===== config.mk =====
export PLATFORM = sky130hd
export DESIGN_NAME = uart_msg_arbiter
export DESIGN_NICKNAME = d
export VERILOG_FILES = /design/src/rtl/uart_msg_arbiter.sv
export SDC_FILE = /design/constraint.sdc
export NUM_CORES = 1
export LEC_CHECK = 0
export CAP_MARGIN = 5
export CORE_MARGIN = 3
export CORE_UTILIZATION = 42
export CTS_CLUSTER_SIZE = 12
export DETAILED_ROUTE_END_ITERATION = 7
export PLACE_DENSITY_LB_ADDON = 0.12
export SETUP_SLACK_MARGIN = 0.02
export SLEW_MARGIN = 20
export SYNTH_ARGS = -nofsm -noshare
export SYNTH_HDL_FRONTEND = slang
export SYNTH_SLANG_ARGS = --single-unit

===== constraint.sdc =====
create_clock -name clk -period 3.9 [get_ports clk]
set_input_delay 0.78 -clock clk [delete_from_list [all_inputs] [get_ports clk]]
set_output_delay 0.78 -clock clk [all_outputs]
set_load 0.1 [all_outputs]

===== src/rtl/uart_msg_arbiter.sv =====
// Round-robin arbiter feeding the outbound UART message FIFO through a one-entry
// holding buffer, with optional fixed priority for requester 0.
module uart_msg_arbiter #(
  parameter int NUM_REQ    = 3,
  parameter int MSG_WIDTH  = 32,
  parameter int HIPRI_REQ0 = 0
) (
  input  logic                         clk,
  input  logic                         n_reset,
  input  logic [NUM_REQ-1:0]           req_valid,
  input  logic [NUM_REQ*MSG_WIDTH-1:0] req_msg,
  output logic [NUM_REQ-1:0]           req_ack,
  output logic [MSG_WIDTH-1:0]         out_msg,
  output logic                         out_wr_en,
  input  logic                         out_full,
  output logic                         busy
);

  localparam int          GW     = (NUM_REQ > 2) ? $clog2(NUM_REQ) : 1;
  localparam int unsigned NREQ_U = NUM_REQ;

  typedef enum logic {
    IDLE,
    WRITE
  } state_t;

  state_t                 state_q, state_d;
  logic [GW-1:0]          last_grant_q, last_grant_d;
  logic [NUM_REQ-1:0]     req_ack_q, req_ack_d;
  logic [MSG_WIDTH-1:0]   out_msg_q, out_msg_d;

  logic [MSG_WIDTH-1:0]   msg_arr [NUM_REQ];
  logic [GW-1:0]          win;
  logic [GW-1:0]          idx;
  logic                   found;

  for (genvar g = 0; g < NUM_REQ; g++) begin : g_unpack
    assign msg_arr[g] = req_msg[g*MSG_WIDTH +: MSG_WIDTH];
  end

  // Scan starts one past the last grant so the previous winner goes to the back.
  always_comb begin
    win   = '0;
    idx   = '0;
    found = 1'b0;
    if (HIPRI_REQ0 != 0 && req_valid[0]) begin
      found = 1'b1;
    end
    for (int unsigned k = 1; k <= NREQ_U; k++) begin
      idx = GW'((32'(last_grant_q) + k) % NREQ_U);
      if (!found && req_valid[idx]) begin
        win   = idx;
        found = 1'b1;
      end
    end
  end

  always_comb begin
    state_d      = state_q;
    last_grant_d = last_grant_q;
    req_ack_d    = '0;
    out_msg_d    = out_msg_q;
    case (state_q)
      IDLE: begin
        if (found) begin
          out_msg_d      = msg_arr[win];
          req_ack_d[win] = 1'b1;
          last_grant_d   = win;
          state_d        = WRITE;
        end
      end
      WRITE: begin
        if (!out_full) begin
          state_d = IDLE;
        end
      end
      default: state_d = IDLE;
    endcase
  end

  always_ff @(posedge clk or negedge n_reset) begin
    if (!n_reset) begin
      state_q      <= IDLE;
      last_grant_q <= GW'(NUM_REQ - 1);
      req_ack_q    <= '0;
      out_msg_q    <= '0;
    end else begin
      state_q      <= state_d;
      last_grant_q <= last_grant_d;
      req_ack_q    <= req_ack_d;
      out_msg_q    <= out_msg_d;
    end
  end

  assign req_ack   = req_ack_q;
  assign out_msg   = out_msg_q;
  assign busy      = (state_q == WRITE);
  // Combinational so the strobe tracks the FIFO's same-cycle full flag.
  assign out_wr_en = (state_q == WRITE) && !out_full;

endmodule


Yosys cells after proc, flatten, opt, wreduce, memory -nomap -nowiden --
Cells that the tools add are included.
Word-level totals: bits in registers 38, logic and storage cells 48
Operators by class: add/subtract/negate cells 3, divide/modulo/power cells 3, $lt $le $gt $ge 6, mux-type cells 22, bitwise logic cells 2, reduce and logical (&&, ||, !) cells 8
Operators with widths (number):
- $mod A32 B2 Y32 const B | 3
- $bmux W32 S2 | 1
- $mux W32 | 2
- $lt A2 B3 Y1 const B | 4
- $mux W1 | 9
- $add A2 B2 Y3 const B | 2
- $bmux W1 S2 | 3
- $mux W2 | 3
- $mux W3 | 2
- $logic_and A1 B1 Y1 | 4
- $add A2 B1 Y3 const B | 1
- $ge A3 B3 Y1 const B | 1
- $logic_not A1 Y1 | 3
- $not A2 Y3 | 1
- $demux W1 S2 | 1
- $ge A2 B1 Y1 const B | 1
- $pmux W1 S2 | 1
- $reduce_and A2 Y1 | 1
- $not A1 Y1 | 1

Longest topological paths before layout --
depth in word-level cells 17, gate-level depth with buffers 11

Worst setup path before layout --
Ideal clock, no wire load.
path type register to output, start point register state_q, in the netlist busy, end point output out_wr_en, arrival 2402 ps, required time 3120 ps, slack 718 ps, cell stages (with the launch flop) 3, path buffers 0, path through dfrtp_1 > inv_1 > nor2_1
Between the ends: cells in the longest elaborated chain, start to end 1
Ends and longest elaborated chain:
- start, declared | line 27 | state_t state_q, state_d;
- start signal, assigned | line 88 | state_q <= state_d;
- $logic_and A1 B1 Y1 | line 99 | assign out_wr_en = (state_q == WRITE) && !out_full;
- end, declared | line 14 | output logic out_wr_en,
No other way between the ends.

Worst setup path in the final report --
start point register last_grant_q[1], end point register out_msg_q[28], in the netlist out_msg[28]
Between the ends: cells in the longest elaborated chain, start to end 15, elaborated cells on any way between the ends 27, those cells by class add/sub (3); div (3); mux (15); bitwise (1); reduce/logical (5)
Ends and longest elaborated chain:
- start, declared | line 28 | logic [GW-1:0] last_grant_q, last_grant_d;
- start signal, assigned | line 84 | last_grant_q <= GW'(NUM_REQ - 1);
- start signal, assigned | line 89 | last_grant_q <= last_grant_d;
- $add A2 B1 Y3 | line 50 | idx = GW'((32'(last_grant_q) + k) % NREQ_U);
- $mod A32 B2 Y32 | line 50
- $bmux W1 S2 | line 51 | if (!found && req_valid[idx]) begin
- $mux W1 (implied by the code) | line 51
- $mux W1 | line 51
- $logic_not A1 Y1 | line 51
- $logic_and A1 B1 Y1 | line 51
- $mux W1 | line 51
- $logic_not A1 Y1 | line 51
- $logic_and A1 B1 Y1 | line 51
- $mux W2 | line 51
- $not A2 Y3 (implied by the code) | line 66 | out_msg_d = msg_arr[win];
- $bmux W32 S2 | line 66
- $mux W32 (implied by the code) (2 in series) | line 66
- end signal, assigned | line 91 | out_msg_q <= out_msg_d;
- end, declared | line 30 | logic [MSG_WIDTH-1:0] out_msg_q, out_msg_d;
Parallel ways exist; a longest one is shown, timed or not. The select of a mux whose other input is x is not followed. A chain may end at the register's enable or synchronous reset.

==> flow_summary.json <==
{
  "arrival_ns": 3.47,
  "fin_nets": 494,
  "cts_resized": 0,
  "yosys-top-cells-area": "dfrtp_1 (37%), mux2i_1 (7.7%), o211ai_1 (5.8%)",
  "synth_top_cell_by_area": "dfrtp_1",
  "cts_root_buffer": "clkbuf_8",
  "synth_cell_type_count": 43,
  "synth_cells": 260,
  "clock_skew_ns": 0.00398,
  "slew_headroom_pct": 32.8,
  "first_global_vias": 2441,
  "syn_area_mm2": 0.00247,
  "wirelength_um": 7550,
  "cp_cell_sequence": "ha_1 > mux2i_4 > o21ai_1 > o31ai_4 > nand2_1 > o211ai_1",
  "max_freq_mhz": 305,
  "start_util_pct": 44.1,
  "grt_max_degree": 39,
  "place_hpwl_um": 5660,
  "required_ns": 4.09,
  "grt_first_pass_wirelength_um": 11600,
  "vias": 2431,
  "port_buffers": 138,
  "crit_type": "reg2reg",
  "synth_flop_cell": "dfrtp_1",
  "fin_crit_ns": 3.28,
  "critPathMaxStageDelay_ns": 0.64,
  "clk_latency_ns": 0.28,
  "ys_warn_count": 0,
  "drive_above_1_share_pct": 8.74,
  "outcome": "finished, final reports clean",
  "dieArea_mm2": 0.00685,
  "ys_ff_latch": 38,
  "first_pass_iters": 4,
  "hold_violations": 0,
  "antenna_found_initial": 0,
  "cp-start-kind": "register",
  "dr.first_iter.drc_count": 116,
  "drc": 0,
  "routed_via_density": 5.27,
  "synth_edf_count": 0,
  "hold_buffers": 0,
  "cap_violations": 0,
  "syn_nets": 366,
  "placed_area_mm2": 0.00384,
  "htree_levels": 2,
  "synth_commonest_cells": "dfrtp_1 (37), nand2_1 (37)",
  "ys_seq_area_share_pct": 38.5,
  "postSynthAreaPerCell_um2": 9.52,
  "tightest_slew_ns": 1.00,
  "wire_per_inst_um": 16.4,
  "clockBufferDepth": 2,
  "post-route-period-util_pct": 84.1,
  "dieWidth_um": 82.8,
  "hold_path_class": "reg2reg",
  "grt_usage_pct": 22.2,
  "grt_setup_unrepaired": "false",
  "worstPathMaxFanout": 20,
  "synth_top_area_share_pct": 37.4,
  "fp.dieH_um": 82.8,
  "numCtsBuffers": 5,
  "core-area_mm2": 0.00561,
  "gr-total-overflow": 0,
  "clk_pin_slew_ns": 0.08,
  "cp-end-kind": "register",
  "fin_area_mm2": 0.00398,
  "cts_tree": "yes",
  "gp_congestion": 0.865,
  "rows": 27,
  "maxSlewViolCount": 0,
  "cts_post_setup_buffers_inserted": 0,
  "critPathSlowestCell": "o31ai_4",
  "io_pins": 139,
  "finalSetupViolCount": 0,
  "ant_nets": 0,
  "area_growth_pct": 60.9,
  "clock-sinks": 38,
  "tns_ns": 0,
  "n_antenna_cell": 0,
  "synthArstFlopShare_pct": 100
}
## critical path: cells and delay by family (launching register included)
kind / cells / cell delay (ns)
adder cells (fa/ha/maj): 1 / 0.47
AO/OA/AOI/OAI: 3 / 1.16
flip-flops: 1 / 0.56
multiplexers: 1 / 0.39
AND/OR/NAND/NOR: 1 / 0.60
## layer usage
layer	wire (um)	vias up	track usage (%)	share of wire [%]
met5	0	-	0	0
met4	80	0	5.72	1.1
met3	538	6	6.72	7.1
met2	3880	82	37.8	51
met1	3050	1145	27.3	40
li1	-	1198	-	-
## state kept, by name, summed over array words and instances, names as in the netlist
signal / count
out_msg: 32
req_ack: 3
last_grant_q: 2
busy: 1
## stage by stage
| stage | hold slack, ns | util (%) | cells | setup WS, ns |
|---|---|---|---|---|
| final | 0.492 | 71.0 | 461 | 0.622 |
| after global routing | 0.533 | 71.0 | 461 | 0.312 |
| after CTS | 0.498 | 71.0 | 461 | 0.595 |
| after detailed placement | 0.476 | 68.4 | 453 | 0.356 |
| after global placement | 0.469 | 68.4 | 453 | 0.420 |
| after floorplan | 0.484 | - | 260 | 0.718 |
## layout make-up
class,count,area (um2)
well taps,72,90.1
clock buffers,6,82.6
flip-flops and latches,38,952
multi-input cells,196,1370
repair buffers,143,1410
clock inverters,2,60.1
inverters,4,15.0
fillers,476,1630
## final timing paths
| path | startpoint | end | slack, ns | cells after the start |
|---|---|---|---|---|
| max in group asynchronous | n_reset | out_msg[12] | 2.75 | 1 |
| max reg2reg | last_grant_q[1] | out_msg[28] | 0.62 | 6 |
| min in group asynchronous | n_reset | out_msg[30] | 0.60 | 1 |
| min | out_msg[0] | out_msg[0] | 0.49 | 2 |
| min reg2reg | out_msg[0] | out_msg[0] | 0.49 | 2 |
| max | last_grant_q[1] | out_msg[28] | 0.62 | 6 |
## placed cells by master (no fill, tap or decap), drive strengths merged, types with 3 or more instances in the layout
cell           count
clkdlybuf4s50    136
nand2             37
dfrtp             37
o21ai             30
mux2i             22
o211ai            20
nand3             19
o21a              14
a211oi            14
buf                7
nor2               7
clkbuf             6
inv                4
nand2b             4
ha                 4
a21oi              4
nor2b              3
or2                3
## logic make-up (layout without fill, tap and decap cells)
group                      count (synthesis)  in the layout  share of synthesized area [%]
DFF                                       38             38                           38.5
adders and majority gates                  4              4                           2.02
and+or+nand+nor                           79             79                           15.1
AOI/OAI and AO/OA                         90             90                           27.3
buffers and inverters                     26            155                           6.27
muxes                                     23             23                           10.9
Power is left out: the tool's default activity adds up to more than one toggle a clock period on the data nets, which glitch-free logic cannot reach.
==> variant 1 (same flow settings) <==
The parameter `NUM_REQ` goes from 3 to 5.
--- a/src/rtl/uart_msg_arbiter.sv
+++ b/src/rtl/uart_msg_arbiter.sv
@@ -1,7 +1,7 @@
 // Round-robin arbiter feeding the outbound UART message FIFO through a one-entry
 // holding buffer, with optional fixed priority for requester 0.
 module uart_msg_arbiter #(
-  parameter int NUM_REQ    = 3,
+  parameter int NUM_REQ    = 5,
   parameter int MSG_WIDTH  = 32,
   parameter int HIPRI_REQ0 = 0
 ) (
Interface: changed (resized req_ack, req_msg and req_valid); port bits go from 139 to 207. The function was not compared with the original's and may differ.
==> variant 1 against the original RTL <==
The flow now finishes with violations (setup timing); clock skew grew 0.014 ns; first-iteration DRC count rose to 3.5 times the old value; count of clock-buffer cells in the layout unchanged; area after synthesis is 87% higher; worst hold slack gained 0.027 ns; sequential share of layout area fell by 12 points; sequential cell count increased by 3; wire length grew to 2.8 times the old value; cell area up 120%; via count rose by 130%; fmax shrank 27%; worst setup slack lost 1.2 ns; non-clock buffer count rose by 221.
Power is not shown: default switching activity piles up to over one toggle a cycle in this logic, so the estimate is an artifact.
==> variant 1: results (changes against the original RTL) <==
CP max stage delay - 0.67 ns (was 0.64 ns)
critical-path cell with the highest stage delay - dfstp_2 (was o31ai_4)
failing checks - setup timing
Max clock buf depth - 2 (unchanged)
Post-DP Area - 7720 µm² (was 3840 µm²)
global-route wire length before repair - 30.6 mm (was 11.6 mm)
DP HPWL - 14.3 mm (was 5.66 mm)
status - finished, violations left (was complete, no violations)
Yosys cell types - 81 (was 43)
Hold WC Path Type - flop to flop (unchanged)
Finish-stage setup viols - 40 (was 0)
top sig layer - met4 (unchanged)
worst clock skew - 0.0185 ns (was 0.00398 ns)
Yosys Warn Count - 0 (unchanged)
clock slew at reported path FFs - 0.10 ns (was 0.08 ns)
Data arrival, critical path - 4.70 ns (was 3.47 ns)
hold path depth - 1 (was 2)
post_cts resized - 68 (was 0)
NumNets Final - 1014 (was 494)
post-synthesis net count - 678 (was 366)
postcts setup bufs - 21 (was 0)
routed wl met3 - 1.61 mm (was 538 µm)
Synth area leaders - dfrtp_1 22%, mux2i_1 8.6%, mux2_2 8.5%, ha_1 6.5%, a22o_1 6.2% (was dfrtp_1 37%, mux2i_1 7.7%, o211ai_1 5.8%, nand2_1 5.6%, o21a_1 4.2%)
FF-to-FF path depth - 21 (was 6)
Seq/Total Area, Yosys - 0.222 (was 0.385)
met2 wire len - 10.8 mm (was 3.88 mm)
CTS buffer count - 5 (unchanged)
setup ws final - -0.597 ns (was 0.622 ns)
Post-synth top cells - 40 x dfrtp_1, 40 x mux2i_1, 35 x mux2_2 (was 37 x dfrtp_1, 37 x nand2_1)
Routed WL per cell - 21.8 µm (was 16.4 µm)
Max H-tree Level - 2 (unchanged)
crit-path leading delay family - compound AO/OA/AOI/OAI gates (unchanged)
largest net degree at the start of global routing - 42 (was 39)
Slew HR - 0.284 (was 0.328)
vias in the first global route - 5966 (was 2441)
share of synthesized registers carrying an async set or reset - 1.00 (unchanged)
GR Util met1 - 0.336 (was 0.273)
max FFs per register - 32 (unchanged)
Max Fanout on Critical Path - 6 (was 20)
antenna violations before repair - 0 (unchanged)
fill cell count - 580 (was 476)
GRT Total Usage - 0.304 (was 0.222)
Vias - 5657 (was 2431)
routing usage on met2 - 0.553 (was 0.378)
first-pass detailed-route iteration total - 5 (was 4)
Clock Root Buffer - clkbuf_8 (unchanged)
M1 WL - 7.73 mm (was 3.05 mm)
IO Port Bufs - 206 (was 138)
ant diodes - 0 (unchanged)
first-iteration detailed-routing DRC count - 407 (was 116)
ys flop type - dfrtp_1 (unchanged)
share of post-route cells with drive strength above 1 - 0.355 (was 0.0874)
Routability Congestion - 0.967 (was 0.865)
met3 Use GR - 0.0852 (was 0.0672)
Worst-Skew Late Latency - 0.31 ns (was 0.28 ns)
[variant 1: stage by stage]
step / std cells / hold WS (ns) / setup WS (ns) / util / TNS, ns
global route: 959 / 0.533 / -0.794 / 0.834 / -27.49
finish: 959 / 0.519 / -0.597 / 0.834 / -20.25
detailed placement: 905 / 0.497 / -0.554 / 0.734 / -18.60
CTS: 938 / 0.518 / -0.471 / 0.800 / -15.52
floorplan: 486 / 0.484 / -0.616 / - / -20.56
global placement: 905 / 0.491 / -0.535 / 0.734 / -17.78
[variant 1: cells by family after synthesis]
logic type,after synthesis,share of synthesized area
xor+xnor,8,0.0249
flops,41,0.222
simple gates,91,0.120
buf+inv,53,0.0627
compound gates,189,0.312
fa+ha+maj,24,0.0648
mux,80,0.194
[variant 1: final timing paths]
check,slack [ns],to,from
worst min register to register,0.52,out_msg[26]$_DFFE_PN0P_,out_msg[26]$_DFFE_PN0P_
min in group asynchronous,0.64,out_msg[5]$_DFFE_PN0P_,n_reset
worst min-delay path,0.52,out_msg[26]$_DFFE_PN0P_,out_msg[26]$_DFFE_PN0P_
max in group asynchronous,2.54,last_grant_q[1]$_DFFE_PN0P_,n_reset
worst max register to register,-0.60,out_msg[31]$_DFFE_PN0P_,last_grant_q[2]$_DFFE_PN1P_
worst max-delay path,-0.60,out_msg[31]$_DFFE_PN0P_,last_grant_q[2]$_DFFE_PN1P_
[variant 1: cell type report]
class	instances	area, µm²	area share
Sequential cell	41	1030	0.118
Inverter	18	73.8	0.00842
Timing Repair Buffer	364	3540	0.403
Clock inverter	2	13.8	0.00157
Tap cell	136	170	0.0194
Multi-Input combinational cell	392	3860	0.440
Clock buffer	6	82.6	0.00942
==> variant 2 (config.mk and constraints unchanged) <==
Without the edit above. Reset style: synchronous (`n_reset`), changed in one clocked block.
--- a/src/rtl/uart_msg_arbiter.sv
+++ b/src/rtl/uart_msg_arbiter.sv
@@ -78,7 +78,7 @@
     endcase
   end
 
-  always_ff @(posedge clk or negedge n_reset) begin
+  always_ff @(posedge clk) begin
     if (!n_reset) begin
       state_q      <= IDLE;
       last_grant_q <= GW'(NUM_REQ - 1);
Check against the original RTL: differs if n_reset is asserted again (counterexample within 4 cycles, from zero or initial values and one cycle with n_reset low); with n_reset held inactive, the same outputs for 4 cycles.
==> variant 2 against the original RTL <==
Register-to-register slack better by 0.28 ns; worst setup slack improved by 0.14 ns; area after synthesis down 5.9%; sequential cell count stayed put; cell area fell by 3.2%; wire length down 7.6%; highest routed layer unchanged.
Power is left out: the tool's default activity adds up to more than one toggle a clock period on the data nets, which glitch-free logic cannot reach.
==> variant 2: results (changes against the original RTL) <==
post-synthesis net count - 347 (was 366)
NumNets Final - 472 (was 494)
status - complete, no violations (unchanged)
reg2reg start - last_grant_q[0]$_SDFFE_PN0P_ (was last_grant_q[1]$_DFFE_PN1P_)
CP max stage delay - 0.78 ns (was 0.64 ns)
Yosys cell types - 34 (was 43)
multi-input gates - 174 (was 196)
seq_cells - 38 (unchanged)
Post-DP Area - 3710 µm² (was 3840 µm²)
Synth area leaders - dfxtp_1 33%, o221ai_2 18%, mux2i_1 15%, nand3_1 7.5%, nand2_1 5.8% (was dfrtp_1 37%, mux2i_1 7.7%, o211ai_1 5.8%, nand2_1 5.6%, o21a_1 4.2%)
hold path start - out_msg[24]$_SDFFE_PN0P_ (was out_msg[0]$_DFFE_PN0P_)
vias per cell - 5.37 (was 5.27)
critical-path cell with the highest stage delay - a211o_2 (was o31ai_4)
DP HPWL - 5.02 mm (was 5.66 mm)
Worst Hold End - out_msg[24]$_SDFFE_PN0P_ (was out_msg[0]$_DFFE_PN0P_)
fraction of area in multi-input gates - 0.370 (was 0.344)
largest net degree at the start of global routing - 66 (was 39)
GRT Total Usage - 0.213 (was 0.222)
share of post-route cells with drive strength above 1 - 0.136 (was 0.0874)
global-route wire length before repair - 11.0 mm (was 11.6 mm)
fraction of area in registers - 0.197 (was 0.239)
NonClk Buf Share - 0.368 (was 0.354)
Sequential Area - 761 µm² (was 952 µm²)
die boundary width - 80.5 µm (was 82.8 µm)
Data arrival, critical path - 3.27 ns (was 3.47 ns)
mux cell area share after synthesis - 0.156 (was 0.109)
Register-to-Register Setup Slack - 0.90 ns (was 0.62 ns)
GR Util met1 - 0.254 (was 0.273)
share of synthesized registers carrying an async set or reset - 0 (was 1.00)
first-iteration detailed-routing DRC count - 69 (was 116)
variant 2: cell types whose count changed in the layout (fill, tap and decap cells not counted), sizes merged, moves of 4 or more:
cell and delta:
mux2i +12, nand3 +16, o211ai -18, o221ai +32
o21ai -30, dfxtp +38, o21a -14, a211oi -13
dfrtp -37, nor2 -4
variant 2: how the worst max path moves through the flow:
| stage | slack, ns | depth (start not counted) | startpoint | end |
|---|---|---|---|---|
| floorplan | 0.66 | 1 | busy$_SDFF_PN0_ | out_wr_en |
| global placement | 0.55 | 6 | req_valid[2] | out_msg[12]$_SDFFE_PN0P_ |
| detailed placement | 0.47 | 6 | req_valid[2] | out_msg[15]$_SDFFE_PN0P_ |
| CTS | 0.78 | 6 | req_valid[2] | out_msg[15]$_SDFFE_PN0P_ |
| global route | 0.61 | 6 | req_valid[2] | out_msg[15]$_SDFFE_PN0P_ |
| finish | 0.77 | 6 | req_valid[2] | out_msg[15]$_SDFFE_PN0P_ |
